<file path="src/rtl/spi_reg_ctrl.sv">
// SPI transaction framer and 2^ADDR_W x 8 register file driving the 7-segment display.
// Build option SPI_REG_AUTOINC_EN: advance the register address after every data byte.
//
// state | meaning
// IDLE  | no open chip-select window; rx_dv ignored
// CMD   | ID byte issued, waiting for the command byte
// WRITE | each received byte is written to reg[addr]
// READ  | each received (dummy) byte returns reg[addr] on MISO
module spi_reg_ctrl #(
  parameter int         ADDR_W    = 3,
  parameter logic [7:0] ID_BYTE   = 8'hA5,
  parameter logic [1:0] COLON_RST = 2'b11
) (
  input  logic       WF_CLK,
  input  logic       WF_RST,
  input  logic       cs_n,
  input  logic       rx_dv,
  input  logic [7:0] rx_byte,
  output logic       tx_dv,
  output logic [7:0] tx_byte,
  output logic [3:0] digit0,
  output logic [3:0] digit1,
  output logic [3:0] digit2,
  output logic [3:0] digit3,
  output logic [1:0] colon,
  output logic       busy
);

  localparam int NREG = 1 << ADDR_W;
`ifdef SPI_REG_AUTOINC_EN
  localparam logic [ADDR_W-1:0] ADDR_STEP = ADDR_W'(1);
`else
  localparam logic [ADDR_W-1:0] ADDR_STEP = ADDR_W'(0);
`endif

  typedef enum logic [1:0] {IDLE, CMD, WRITE, READ} state_t;

  state_t            state_q, state_d;
  logic [7:0]        regs [NREG];
  logic [ADDR_W-1:0] addr_q, acc_addr;
  logic              cs_s1, cs_s2, cs_d, cs_armed;
  logic [1:0]        sync_vld;
  logic              cs_fall, cs_rise;
  logic              load_id, cmd_take, wr_en, rd_en;
  logic              unused_cmd_bits;

  // A window already open when reset releases must not start a transaction:
  // falls only count once a genuine high level has been seen after reset.
  always_ff @(posedge WF_CLK) begin
    if (WF_RST) begin
      cs_s1    <= 1'b1;
      cs_s2    <= 1'b1;
      cs_d     <= 1'b1;
      sync_vld <= 2'b00;
      cs_armed <= 1'b0;
    end else begin
      cs_s1    <= cs_n;
      cs_s2    <= cs_s1;
      cs_d     <= cs_s2;
      sync_vld <= {sync_vld[0], 1'b1};
      if (sync_vld[1] && cs_s2) cs_armed <= 1'b1;
    end
  end

  assign cs_fall = cs_armed & cs_d & ~cs_s2;
  assign cs_rise = ~cs_d & cs_s2;

  always_ff @(posedge WF_CLK) begin
    if (WF_RST) state_q <= IDLE;
    else        state_q <= state_d;
  end

  always_comb begin
    state_d  = state_q;
    load_id  = 1'b0;
    cmd_take = 1'b0;
    wr_en    = 1'b0;
    rd_en    = 1'b0;
    if (cs_fall) begin
      state_d = CMD;
      load_id = 1'b1;
    end else begin
      case (state_q)
        CMD: begin
          if (rx_dv) begin
            cmd_take = 1'b1;
            rd_en    = rx_byte[7];
            state_d  = rx_byte[7] ? READ : WRITE;
          end
        end
        WRITE:   wr_en = rx_dv;
        READ:    rd_en = rx_dv;
        default: ;
      endcase
      // The byte in flight is still processed before the window closes.
      if (cs_rise && state_q != IDLE) state_d = IDLE;
    end
  end

  assign acc_addr        = cmd_take ? rx_byte[ADDR_W-1:0] : addr_q;
  assign unused_cmd_bits = ^rx_byte[6:ADDR_W];

  always_ff @(posedge WF_CLK) begin
    if (WF_RST) begin
      tx_dv   <= 1'b0;
      tx_byte <= 8'h00;
      addr_q  <= '0;
      for (int i = 0; i < NREG; i++)
        regs[i] <= (i == 2) ? {6'b0, COLON_RST} : 8'h00;
    end else begin
      tx_dv <= load_id | rd_en;
      if (load_id)    tx_byte <= ID_BYTE;
      else if (rd_en) tx_byte <= regs[acc_addr];
      if (rd_en || wr_en) addr_q <= acc_addr + ADDR_STEP;
      else if (cmd_take)  addr_q <= acc_addr;
      if (wr_en) regs[acc_addr] <= rx_byte;
    end
  end

  assign digit0 = regs[0][3:0];
  assign digit1 = regs[0][7:4];
  assign digit2 = regs[1][3:0];
  assign digit3 = regs[1][7:4];
  assign colon  = regs[2][1:0];
  assign busy   = (state_q != IDLE);

endmodule

</file>
<file path="config.mk">
export PLATFORM = sky130hd
export DESIGN_NAME = spi_reg_ctrl
export DESIGN_NICKNAME = d
export VERILOG_FILES = /design/src/rtl/spi_reg_ctrl.sv
export SDC_FILE = /design/constraint.sdc
export NUM_CORES = 1
export LEC_CHECK = 0
export ABC_CLOCK_PERIOD_IN_PS = 2500
export CORE_MARGIN = 2
export CORE_UTILIZATION = 45
export CTS_BUF_LIST = sky130_fd_sc_hd__clkbuf_8 sky130_fd_sc_hd__clkbuf_16
export DETAILED_ROUTE_END_ITERATION = 8
export HOLD_SLACK_MARGIN = 0.08
export PLACE_DENSITY = 0.79
export SYNTH_ARGS = -nofsm -noshare
export SYNTH_HDL_FRONTEND = slang
export SYNTH_SLANG_ARGS = --single-unit
</file>
<file path="constraint.sdc">
create_clock -name WF_CLK -period 2.5 [get_ports WF_CLK]
set_input_delay 0.25 -clock WF_CLK [delete_from_list [all_inputs] [get_ports WF_CLK]]
set_output_delay 0.25 -clock WF_CLK [all_outputs]
set_load 0.1 [all_outputs]
</file>
Word-level counts from Yosys, hierarchy flattened
Memory sizes are Yosys's and may differ from the RTL's.
Index checks and enable logic that the tools add are counted.
- $add $sub $neg: 0
- multipliers: 0
- divide/modulo/power cells: 0
- order comparisons: 0
- eq/ne operators: 3
- shift operators: 0
- multiplexer cells: 28
- bitwise gates (word level): 6
- reductions and logical operators: 13
- operators by type and width (kind ; number):
    $mux 8 ; 3
    $mux 1 ; 20
    $mux 3 ; 4
    $reduce_or 8->1 ; 1
    $reduce_bool 2->1 ; 3
    $reduce_bool 3->1 ; 2
    $eq 2x2->1 const B ; 2
    $reduce_and 2->1 ; 2
    $and 1x1->1 ; 3
    $reduce_or 3->1 ; 1
    $eq 2x1->1 const B ; 1
    $logic_and 1x1->1 ; 2
    $not 1->1 ; 2
    $pmux 1 s2 ; 1
    $reduce_or 2->1 ; 1
    $logic_or 1x1->1 ; 1
    $or 1x1->1 ; 1
- bits in registers: 20
- bits in latches: 0
- memory bits (writable): 64
- bits in read-only memories: 0
- input port bits: 12
- output and inout bits: 28
- memories kept: 1
- memories (name ; words ; width ; rd ports ; clocked after memory_dff ; write ports ; line ; RTL):
    regs ; 8 ; 8 ; 4 ; 0 ; 8 ; 39 ; logic [7:0] regs [NREG];

Depth between registers and ports, before layout
Gate-level depths: netlist (run 1).
- depth after elaboration: 8
- depth in mapped cells: 9
- mapped depth without buffers: 6

Worst setup path after synthesis (run 1)
OpenSTA, ideal clock, no wires.
- kind: reg-to-reg
- start: register cs_s2
- end: memory regs[0][0] (enable)
- setup time: 0.384 ns
- arrival: 2.034 ns
- slack: 0.082 ns
- stages on the path, launching flop included: 9
- buffers on the path: 3
- clock period less this slack: 2.418 ns
- cells stage by stage: dfxtp_1 -> and3b_1 -> buf_6 -> o21ai_4 -> and2_4 -> buf_6 -> buf_4 -> nand2_2 -> o21ai_0
- RTL lines (what ; line ; RTL):
    from (decl) ; 41 ; logic cs_s1, cs_s2, cs_d, cs_armed;
    from (signal assigned) ; 58 ; cs_s2 <= cs_s1;
    to (decl) ; 39 ;

==> results of run 1 <==
## Yosys cell counts (2+ instances only)
| master | instances |
|---|---|
| mux2_2 | 2 |
| nor2_1 | 16 |
| nor2b_1 | 5 |
| nand2_2 | 2 |
| nand3b_1 | 2 |
| edfxtp_1 | 64 |
| or3_1 | 2 |
| clkbuf_1 | 6 |
| a221oi_1 | 4 |
| a211o_1 | 2 |
| buf_6 | 2 |
| o21ai_0 | 11 |
| a211oi_1 | 4 |
| and2_1 | 62 |
| o32ai_1 | 2 |
| a21oi_1 | 16 |
| and3b_1 | 2 |
| o221ai_1 | 5 |
| mux2i_1 | 17 |
| a22oi_1 | 6 |
| buf_2 | 3 |
| nand2b_1 | 8 |
| o221a_1 | 5 |
| buf_4 | 3 |
| or2_2 | 5 |
| dfxtp_1 | 20 |
| nand2_1 | 18 |
| nor2_2 | 3 |
| nor3_1 | 2 |
| a221o_1 | 2 |
| inv_1 | 5 |
| a21boi_0 | 3 |
## worst max-delay path: cells and delay by family, from the launching register on
kind	cells	cell delay [ns]
DFF	1	0.39
and+or+nand+nor	3	0.82
AOI/OAI and AO/OA	2	0.62
buffers and inverters	1	0.21
## power by group through the flow
stage	logic (mW)	clock network [mW]	registers, mW
floorplan	0.0683	0	1.67
global placement	0.242	0	1.59
detailed placement	0.246	0	1.59
CTS	0.247	0.879	1.56
global route	0.259	0.930	1.56
finish	0.247	0.878	1.56
## registers in the layout, indices dropped and copies added (netlist names)
name,count
regs,64
state_q,2
sync_vld,2
cs_d,1
tx_byte,8
cs_s2,1
cs_armed,1
tx_dv,1
addr_q,3
cs_s1,1
## cells in the final DEF (no fill, tap or decap), types with 6 or more instances in the layout
| master | n |
|---|---|
| a22oi_1 | 6 |
| dfxtp_1 | 20 |
| nand2_1 | 18 |
| nand2b_1 | 8 |
| clkbuf_8 | 9 |
| mux2i_1 | 17 |
| a21oi_1 | 16 |
| edfxtp_1 | 64 |
| buf_4 | 57 |
| and2_1 | 62 |
| inv_1 | 6 |
| nor2_1 | 16 |
| o21ai_0 | 11 |
| clkdlybuf4s50_1 | 11 |
## worst paths after layout
kind	end	slack [ns]	depth (start not counted)
max	regs[0][7]$_SDFFCE_PN0P_	0.17	6
max reg2reg	regs[0][7]$_SDFFCE_PN0P_	0.17	6
min reg2reg	cs_s2$_SDFF_PP1_	0.43	1
min	cs_s2$_SDFF_PP1_	0.43	1
## area by class of cell
class	count	area [um^2]	share of cell area, %
Clock buffer	9	124	2.65
Clock inverter	7	51.3	1.10
Inverter	5	18.8	0.402
Multi-Input combinational cell	219	1460	31.4
Sequential cell	84	2320	49.7
Tap cell	105	131	2.81
Timing Repair Buffer	69	558	12.0
## through the flow
stage | hold WS [ns] | std cells | setup slack [ns] | area [um^2]
2_1_floorplan | 0.322 | 324 | 0.0816 | 3900
3_3_place_gp | 0.404 | 482 | 0.0387 | 4490
3_5_place_dp | 0.412 | 482 | 0.00411 | 4490
4_1_cts | 0.435 | 498 | 0.113 | 4660
5_1_grt | 0.454 | 498 | 0.0738 | 4670
6_report | 0.429 | 498 | 0.172 | 4670
## routing by layer
layer	vias to the layer above	track usage, %
met5	-	0
met4	0	6.72
met3	17	4.10
met2	97	33.1
met1	1403	25.8
li1	1317	-
## cells by family (layout without fill, tap and decap cells)
logic type	after synthesis	count (layout)	share of synthesized area [%]
simple gates	133	133	19.7
flops	84	84	59.5
buf+inv	21	90	3.21
mux	20	20	5.29
compound gates	66	66	12.3
==> results.md, run 1 <==
* Status: finished, final reports clean
* Maximum clock rate at 430 MHz
* Pint at 1.98 mW
* Sequential Power Share at 58.1%
* EDFF count, synth at 64
* Top_reg_cell synth: edfxtp_1
* Asr flop ratio synth at 0%
* Die Span Y at 97.1 um
* Root buffer cell: clkbuf_8
* # hold bufs at CTS at 0
* Num rows at 33
* Postcts setup bufs at 0
* DRT iter0 DRCs at 227
* Die area at 9430 um^2
* Clock network power share at 32.7%
* Top fanout value on the critical path at 11
* Max Cap Viol at 0
* Post-synth top area cell: edfxtp_1
* Crit path launch: cs_s2$_SDFF_PP1_
* Initial DRT Pass Iterations at 4
* RSZ-0062 raised after global routing: false
* Pleak at 1.88 nW
* Syn Std Cell Area at 3900 um^2
* Final setup viols at 0
* Switching share of power at 26.3%
* Crit path time final at 2.33 ns
* Crit-path cells: and3b_1 > o21ai_4 > and2_4 > nand2_2 > o21ai_0 > buf_4
* CTS tree: built
* Tcrit/Tclk final at 93.1%
* GRT overflow at 0
* Area Overhead vs Synth at 19.7%
* Startpoint types: flip-flop
* Routed vias/inst at 5.69
* First-pass GRT wire length at 14500 um
* Clk sink count at 84
* Slew margin rel. at 66.4%
* Clock insertion delay at the later pin of the skew report at 0.36 ns
* PostCTS Resize Cnt at 0
* Initial core utilization at 47.0%
* Syn_area_per_cell at 12.0 um^2
* Share of the synthesized area in the top cell type at 49.2%
* Tot GR Track Use at 19.8%
* H-tree depth at 3
* Gate power share at 9.2%
* Clock Skew at 0.0119 ns
* IO buf count at 39
* Clock buffer count from CTS at 9
* Post-Syn Nets at 336
* Top layer in use: met4
* Critical setup path kind: flip-flop to flip-flop
* Nets at 400
* Synth Register Bits at 84
* Clock buffer depth at 2
* Worst slew pin tran at 0.502 ns
* Layout cell share with drive strength beyond 1 at 23.2%
* Endpoint type of the worst setup path: flip-flop
* Clock Pin Slew Worst Setup and Hold Paths at 0.09 ns
* Seq/Total Area, Yosys at 59.5%
* FILL cells at 676
* Pin count of the biggest net entering global routing at 17
* CP max-delay cell: dfxtp_1
* Vias in the first global route at 2791
* Final hold vios at 0
* Max IR drop VDD at 407 uV
* GPL Wtd Cong at 0.863
* CP Data Required Time at 2.58 ns
* Wire length on met3 at 575 um
* Wl on met1 at 4080 um
* DR vias at 2834
* Drt total wl at 9340 um
* Post-synth cell types at 47
* Worst path arrival time at 2.41 ns
* Worst Min Path Start: cs_s1$_SDFF_PP1_
* Total chip power at 2.68 mW
* Top cells by area, synth: edfxtp_1 49%, dfxtp_1 10%, and2_1 9.9%
* IO Count at 40
* Total core area at 8300 um^2
* Slowest cell delay on critical path at 0.39 ns
* Met2 wire len at 4520 um
* Drc violations at 0
* Final core occ at 56.3%
* Yosys warnings at 0
* Net Switching at 0.704 mW
* WL per Instance at 18.8 um
* Inserted Diodes at 0
* Hold Crit Class: flip-flop to flip-flop
* Initial antenna violation count at 0
* PD cells at 575 nW/um^2
* Setup_tns at 0 ns
* Chip width at 97.1 um
* Placed wire-length estimate at 6670 um
* Fin. max-slew vios at 0
* FF-to-FF Start: cs_s2$_SDFF_PP1_
* Cells after synthesis at 324
* Post-route ant nets at 0
Power figures use the tool's default switching activity.
==> run 2: changes to the inputs <==
--- a/config.mk
+++ b/config.mk
@@ -6,6 +6,7 @@
 export NUM_CORES = 1
 export LEC_CHECK = 0
 export ABC_CLOCK_PERIOD_IN_PS = 2500
+export CORE_ASPECT_RATIO = 1.1
 export CORE_MARGIN = 2
 export CORE_UTILIZATION = 45
 export CTS_BUF_LIST = sky130_fd_sc_hd__clkbuf_8 sky130_fd_sc_hd__clkbuf_16
==> run 2 against run 1 <==
  * Cell area up 1.9%
  * Critical path type unchanged
  * Combinational power about the same
  * Cell count up 2.8%
  * Total power is 5.5% higher
  * Register-to-register slack improved by 0.04 ns
  * Hold slack worse by 0.0050 ns
  * Maximum frequency increased by 1.8%
  * Largest power group unchanged
==> results.md, run 2 (synthesis results as in run 1) <==
* Status: finished, final reports clean
* FF-to-FF Start: cs_s2$_SDFF_PP1_
* Total core area at 8410 um^2 (+1.3%)
* GPL Wtd Cong at 0.922 (+6.8%)
* PD cells at 595 nW/um^2 (+3.5%)
* Pre-CTS WS at -0.0230 ns (-0.0271 ns)
* First-pass GRT wire length at 15200 um (+4.7%)
* Drt total wl at 9560 um (+2.4%)
* Tot GR Track Use at 21.5% (+1.7 points)
* Fin. max-slew vios at 0 (unchanged)
* CTS tree: built
* GRT overflow at 0 (unchanged)
* Most common cell after layout, fill and taps aside: buf_4
* Worst slew pin tran at 0.507 ns (+0.00576 ns)
* Die area at 9430 um^2 (about the same)
* Crit path launch: cs_s2$_SDFF_PP1_
* IO buf count at 39 (unchanged)
* Routed vias/inst at 5.57 (-2.0%)
* Reg with most FFs: regs
* Register-to-Register Path Depth at 6 (unchanged)
* Initial DRT Pass Iterations at 5 (+1)
* Slew margin rel. at 66.2% (-0.26 points)
* Commonest cells after routing, fill and taps aside: 66 x buf_4, 64 x edfxtp_1, 62 x and2_1
* Initial antenna violation count at 0 (unchanged)
* Initial core utilization at 46.4% (-0.61 points)
* Pin count of the biggest net entering global routing at 17 (unchanged)
* Clock buffer count from CTS at 9 (unchanged)
* DR vias at 2854 (+0.71%)
* Worst setup margin at 0.213 ns (+0.0407 ns)
* Final core occ at 56.6% (+0.33 points)
* Crit path time final at 2.29 ns (-0.0407 ns)
* Area Overhead vs Synth at 21.9%
* Chip width at 92.8 um (-4.5%)
* Clock buffer depth at 2 (unchanged)
* H-tree depth at 3 (unchanged)
* Num rows at 35 (+6.1%)
* WL per Instance at 18.7 um (-0.42%)
* Final hold vios at 0 (unchanged)
* Clock Skew at 0.00790 ns (-0.00395 ns)
* Post-route ant nets at 0 (unchanged)
* Final setup viols at 0 (unchanged)
* Die Span Y at 102 um (+4.7%)
* Endpoint type of the worst setup path: flip-flop
* Tcrit/Tclk final at 91.5% (-1.6 points)
* Worst hold slack at 0.424 ns (-0.00499 ns)
* Largest register FFs at 64 (unchanged)
* Clk sink count at 84 (unchanged)
* IO Count at 40 (unchanged)
* Root buffer cell: clkbuf_8
* Vias in the first global route at 2890 (+3.5%)
* Total chip power at 2.83 mW (+5.5%)
* Max IR drop VDD at 285 uV (-30%)
* Layout cell share with drive strength beyond 1 at 24.2% (+1.0 points)
* Clock insertion delay at the later pin of the skew report at 0.35 ns (about the same)
* Worst r2r dst: regs[6][5]$_SDFFCE_PN0P_
* Inserted Diodes at 0 (unchanged)
* Maximum clock rate at 437 MHz (+1.8%)
* R2R setup slack at 0.21 ns (+0.04 ns)
* Nets at 408 (+2.0%)
* Pleak at 1.94 nW (+2.8%)
* Setup_tns at 0 ns (unchanged)
* Max Cap Viol at 0 (unchanged)
* Drc violations at 0 (unchanged)
* Worst path arrival time at 2.36 ns (-0.05 ns)
* Hold Crit Class: flip-flop to flip-flop
* CP endpoint: regs[6][5]$_SDFFCE_PN0P_
* Largest registers: regs (64), tx_byte (8), addr_q (3)
* DRT iter0 DRCs at 307 (+35%)
* Startpoint types: flip-flop
* Placed wire-length estimate at 7020 um (+5.3%)
* Postcts setup bufs at 0 (unchanged)
* Clock Pin Slew Worst Setup and Hold Paths at 0.07 ns (-0.02 ns)
* CP Data Required Time at 2.57 ns (about the same)
* Critical setup path kind: flip-flop to flip-flop
* RSZ-0062 raised after global routing: false
* Top fanout value on the critical path at 15 (+4)
## run 2: how the worst min path moves through the flow
| stage | from | to | slack, ns | cells after the start |
|---|---|---|---|---|
| 2_1_floorplan | WF_RST | sync_vld[1]$_SDFF_PP0_ | 0.32 | 1 |
| 3_3_place_gp | cs_s1$_SDFF_PP1_ | cs_s2$_SDFF_PP1_ | 0.40 | 1 |
| 3_5_place_dp | cs_s1$_SDFF_PP1_ | cs_s2$_SDFF_PP1_ | 0.40 | 1 |
| 4_1_cts | cs_s1$_SDFF_PP1_ | cs_s2$_SDFF_PP1_ | 0.43 | 1 |
| 5_1_grt | cs_s1$_SDFF_PP1_ | cs_s2$_SDFF_PP1_ | 0.44 | 1 |
| 6_report | cs_s1$_SDFF_PP1_ | cs_s2$_SDFF_PP1_ | 0.42 | 1 |
## run 2: layout make-up
cell class              count  area, um^2
clock inverters             7        85.1
inverters                   5        18.8
fillers                   697        3650
repair buffers             77         606
well taps                 111         139
clock buffers               9         124
flip-flops and latches     84        2320
multi-input cells         219        1460
## run 2: through the flow
step | instance area [um^2] | instances
3_3_place_gp | 4540 | 496
6_report | 4760 | 512
3_5_place_dp | 4540 | 496
2_1_floorplan | 3900 | 324
4_1_cts | 4750 | 512
5_1_grt | 4760 | 512
## run 2: metal layers
layer / global-route usage, % / part of all wire, % / wire length (um)
met5: 0 / 0 / 0
met4: 7.13 / 1.7 / 164
met3: 4.02 / 6.1 / 579
met2: 37.5 / 50 / 4800
met1: 27.1 / 42 / 4020
## run 2: timing repair
item,4_1_cts,5_1_grt
endpoints found under the setup margin,0,16
hold buffers,0,0
gates resized for setup,0,2
## run 2: worst max-delay path: stages, from the launching register on
cell and delay (ns):
dfxtp_1 0.37, and3b_1 0.35, o21ai_4 0.24, and2_4 0.30
nand2_2 0.18, o21ai_0 0.35, buf_4 0.20
## run 2: power breakdown
group | switching (mW) | internal [mW] | leakage (nW) | total [mW]
clock | 0.471 | 0.552 | 0.113 | 1.02
sequential | 0.0218 | 1.54 | 0.816 | 1.56
combinational | 0.174 | 0.0753 | 1.01 | 0.249
total | 0.667 | 2.16 | 1.94 | 2.83
==> run 3: changes to the inputs <==
==> constraint.sdc (replaced) <==
create_clock -name WF_CLK -period 2.5 [get_ports WF_CLK]
set_input_delay 0.5 -clock WF_CLK [delete_from_list [all_inputs] [get_ports WF_CLK]]
set_output_delay 0.5 -clock WF_CLK [all_outputs]
set_load 0.1 [all_outputs]
==> run 3 against run 2 <==
  * Clock power hardly changed
  * Largest power group unchanged
  * Critical path depth is 1 higher
  * Maximum frequency is 2.0% higher
  * Largest cell class unchanged
  * Critical path type is now input port to flip-flop
  * Via count is 0.81% higher
==> results.md, run 3 (synthesis results as in run 1) <==
* Top layer in use: met4
* Worst Min Path Start: cs_s1$_SDFF_PP1_
* Total chip power at 2.84 mW (+0.50%)
* Max Cap Viol at 0 (unchanged)
* Clock Pin Slew Worst Setup and Hold Paths at 0.09 ns (+0.02 ns)
* Max IR drop VDD at 310 uV (+8.7%)
* Slowest cell delay on critical path at 0.50 ns (+0.13 ns)
* Num rows at 35 (unchanged)
* Wl on met1 at 3910 um (-2.9%)
* Initial core utilization at 46.4% (unchanged)
* Vias in the first global route at 2859 (-1.1%)
* Total core area at 8410 um^2 (unchanged)
* # hold bufs at CTS at 0 (unchanged)
* Crit path launch: rx_dv
* Final setup viols at 0 (unchanged)
* Routed vias/inst at 5.50 (-1.3%)
* Pre-CTS WS at -0.0443 ns (-0.0213 ns)
* WHS Path Cells at 1 (unchanged)
* Commonest cells after routing, fill and taps aside: 76 x buf_4, 64 x edfxtp_1, 62 x and2_1
* Largest registers: regs (64), tx_byte (8), addr_q (3)
* Final hold vios at 0 (unchanged)
* Nets at 419 (+2.7%)
* Clock buffer depth at 2 (unchanged)
* DRT iter0 DRCs at 198 (-36%)
* Clock Skew at 0.0100 ns (+0.00212 ns)
* First-pass GRT wire length at 14900 um (-2.4%)
* FF-to-FF Start: cs_s2$_SDFF_PP1_
* Most common cell after layout, fill and taps aside: buf_4
* Pin count of the biggest net entering global routing at 21 (+4)
* Tcrit/Tclk final at 89.7% (-1.8 points)
* Crit-path cells: clkdlybuf4s50_1 > nand3b_1 > o21ai_4 > and2_4 > nand2_2 > o21ai_0 > buf_4
* PD cells at 586 nW/um^2 (-1.5%)
* IO Count at 40 (unchanged)
* Tot GR Track Use at 21.1% (-0.40 points)
* Startpoint types: input port
* IO buf count at 39 (unchanged)
* Pleak at 1.99 nW (+2.8%)
* WL per Instance at 17.7 um (-5.3%)
* Hold Crit Class: flip-flop to flip-flop
* H-tree depth at 3 (unchanged)
* R2R setup slack at 0.32 ns (+0.11 ns)
* Post-DP Area at 4640 um^2 (+2.1%)
* Postcts setup bufs at 0 (unchanged)
* Wire length on met3 at 512 um (-12%)
* Critical setup path kind: input port to flip-flop
* Placed wire-length estimate at 6710 um (-4.4%)
* Reg with most FFs: regs
* Drc violations at 0 (unchanged)
* CP Data Required Time at 2.58 ns (about the same)
* Clock buffer count from CTS at 9 (unchanged)
* Worst path arrival time at 2.33 ns (-0.03 ns)
* Chip width at 92.8 um (unchanged)
* Status: finished, final reports clean
* Worst setup margin at 0.259 ns (+0.0455 ns)
* GRT overflow at 0 (unchanged)
* Die area at 9430 um^2 (unchanged)
* Drt total wl at 9250 um (-3.3%)
* Register-to-Register Path Depth at 6 (unchanged)
* Largest register FFs at 64 (unchanged)
* Inserted Diodes at 0 (unchanged)
* RSZ-0062 raised after global routing: false
* Crit path time final at 2.24 ns (-0.0455 ns)
* Post-route ant nets at 0 (unchanged)
* CP max-delay cell: clkdlybuf4s50_1
* Worst slew pin tran at 0.562 ns (+0.0543 ns)
* Initial antenna violation count at 0 (unchanged)
* DR vias at 2877 (+0.81%)
* Met2 wire len at 4630 um (-3.4%)
* Clock insertion delay at the later pin of the skew report at 0.36 ns (about the same)
* GPL Wtd Cong at 0.926 (+0.46%)
* Initial DRT Pass Iterations at 5 (unchanged)
* Top fanout value on the critical path at 10 (-5)
* Slew margin rel. at 61.8% (-4.4 points)
* CTS tree: built
* Root buffer cell: clkbuf_8
* Fin. max-slew vios at 0 (unchanged)
* Endpoint type of the worst setup path: flip-flop
* Final core occ at 57.7% (+1.1 points)
* Min-Delay Endpoint: cs_s2$_SDFF_PP1_
* Final Cell Area at 4850 um^2 (+2.0%)
* Layout cell share with drive strength beyond 1 at 26.9% (+2.8 points)
* Maximum clock rate at 446 MHz (+2.0%)
* PostCTS Resize Cnt at 0 (unchanged)
* Worst r2r dst: regs[0][1]$_SDFFCE_PN0P_
* Die Span Y at 102 um (unchanged)
* Clk sink count at 84 (unchanged)
* Area Overhead vs Synth at 24.4%
==> run 3: cell types whose count changed in the layout (fill, tap and decap cells not counted), moves of 2 or more <==
cell,change
buf_4,+10
inv_1,-2
inv_6,+2
inv_8,+2
==> run 3: worst max path at each step <==
| stage | end | slack, ns | cells past startpoint |
|---|---|---|---|
| after floorplan | regs[0][0]$_SDFFCE_PN0P_ | 0.04 | 7 |
| after global placement | tx_byte[2]$_SDFFE_PP0P_ | -0.04 | 8 |
| after detailed placement | tx_byte[2]$_SDFFE_PP0P_ | -0.04 | 8 |
| after CTS | regs[0][1]$_SDFFCE_PN0P_ | 0.29 | 7 |
| after global routing | regs[0][1]$_SDFFCE_PN0P_ | 0.17 | 7 |
| final | regs[0][1]$_SDFFCE_PN0P_ | 0.26 | 7 |
==> run 3: power breakdown <==
part           total, mW  switching (mW)  internal [mW]
Clock               1.04           0.546          0.491
Sequential          1.56          0.0200           1.54
Combinational      0.252           0.173         0.0785
Total               2.84           0.740           2.10
==> run 3: layer usage <==
metal,vias up,track usage (%)
li1,1350,-
met1,1395,27.0
met2,116,35.2
met3,16,5.21
met4,0,7.35
met5,-,0
==> run 3: final cells by class <==
class	instances	area, um^2
clock buffer	9	124
clock inverter	7	93.8
fill	690	3550
inverter	5	18.8
multi-input combinational	219	1460
sequential	84	2320
tap	111	139
timing repair buffer	88	701
==> run 3: critical path, delay by kind of cell <==
kind | cells | cell delay, ns
buf+inv | 2 | 0.72
simple gates | 3 | 0.56
compound gates | 2 | 0.54
==> run 3: through the flow <==
step / hold slack, ns / std cells / TNS (ns)
after global placement: 0.404 / 507 / -0.207
final: 0.434 / 523 / 0
after global routing: 0.467 / 523 / 0
after detailed placement: 0.410 / 507 / -0.441
after CTS: 0.442 / 523 / 0
after floorplan: 0.389 / 324 / 0
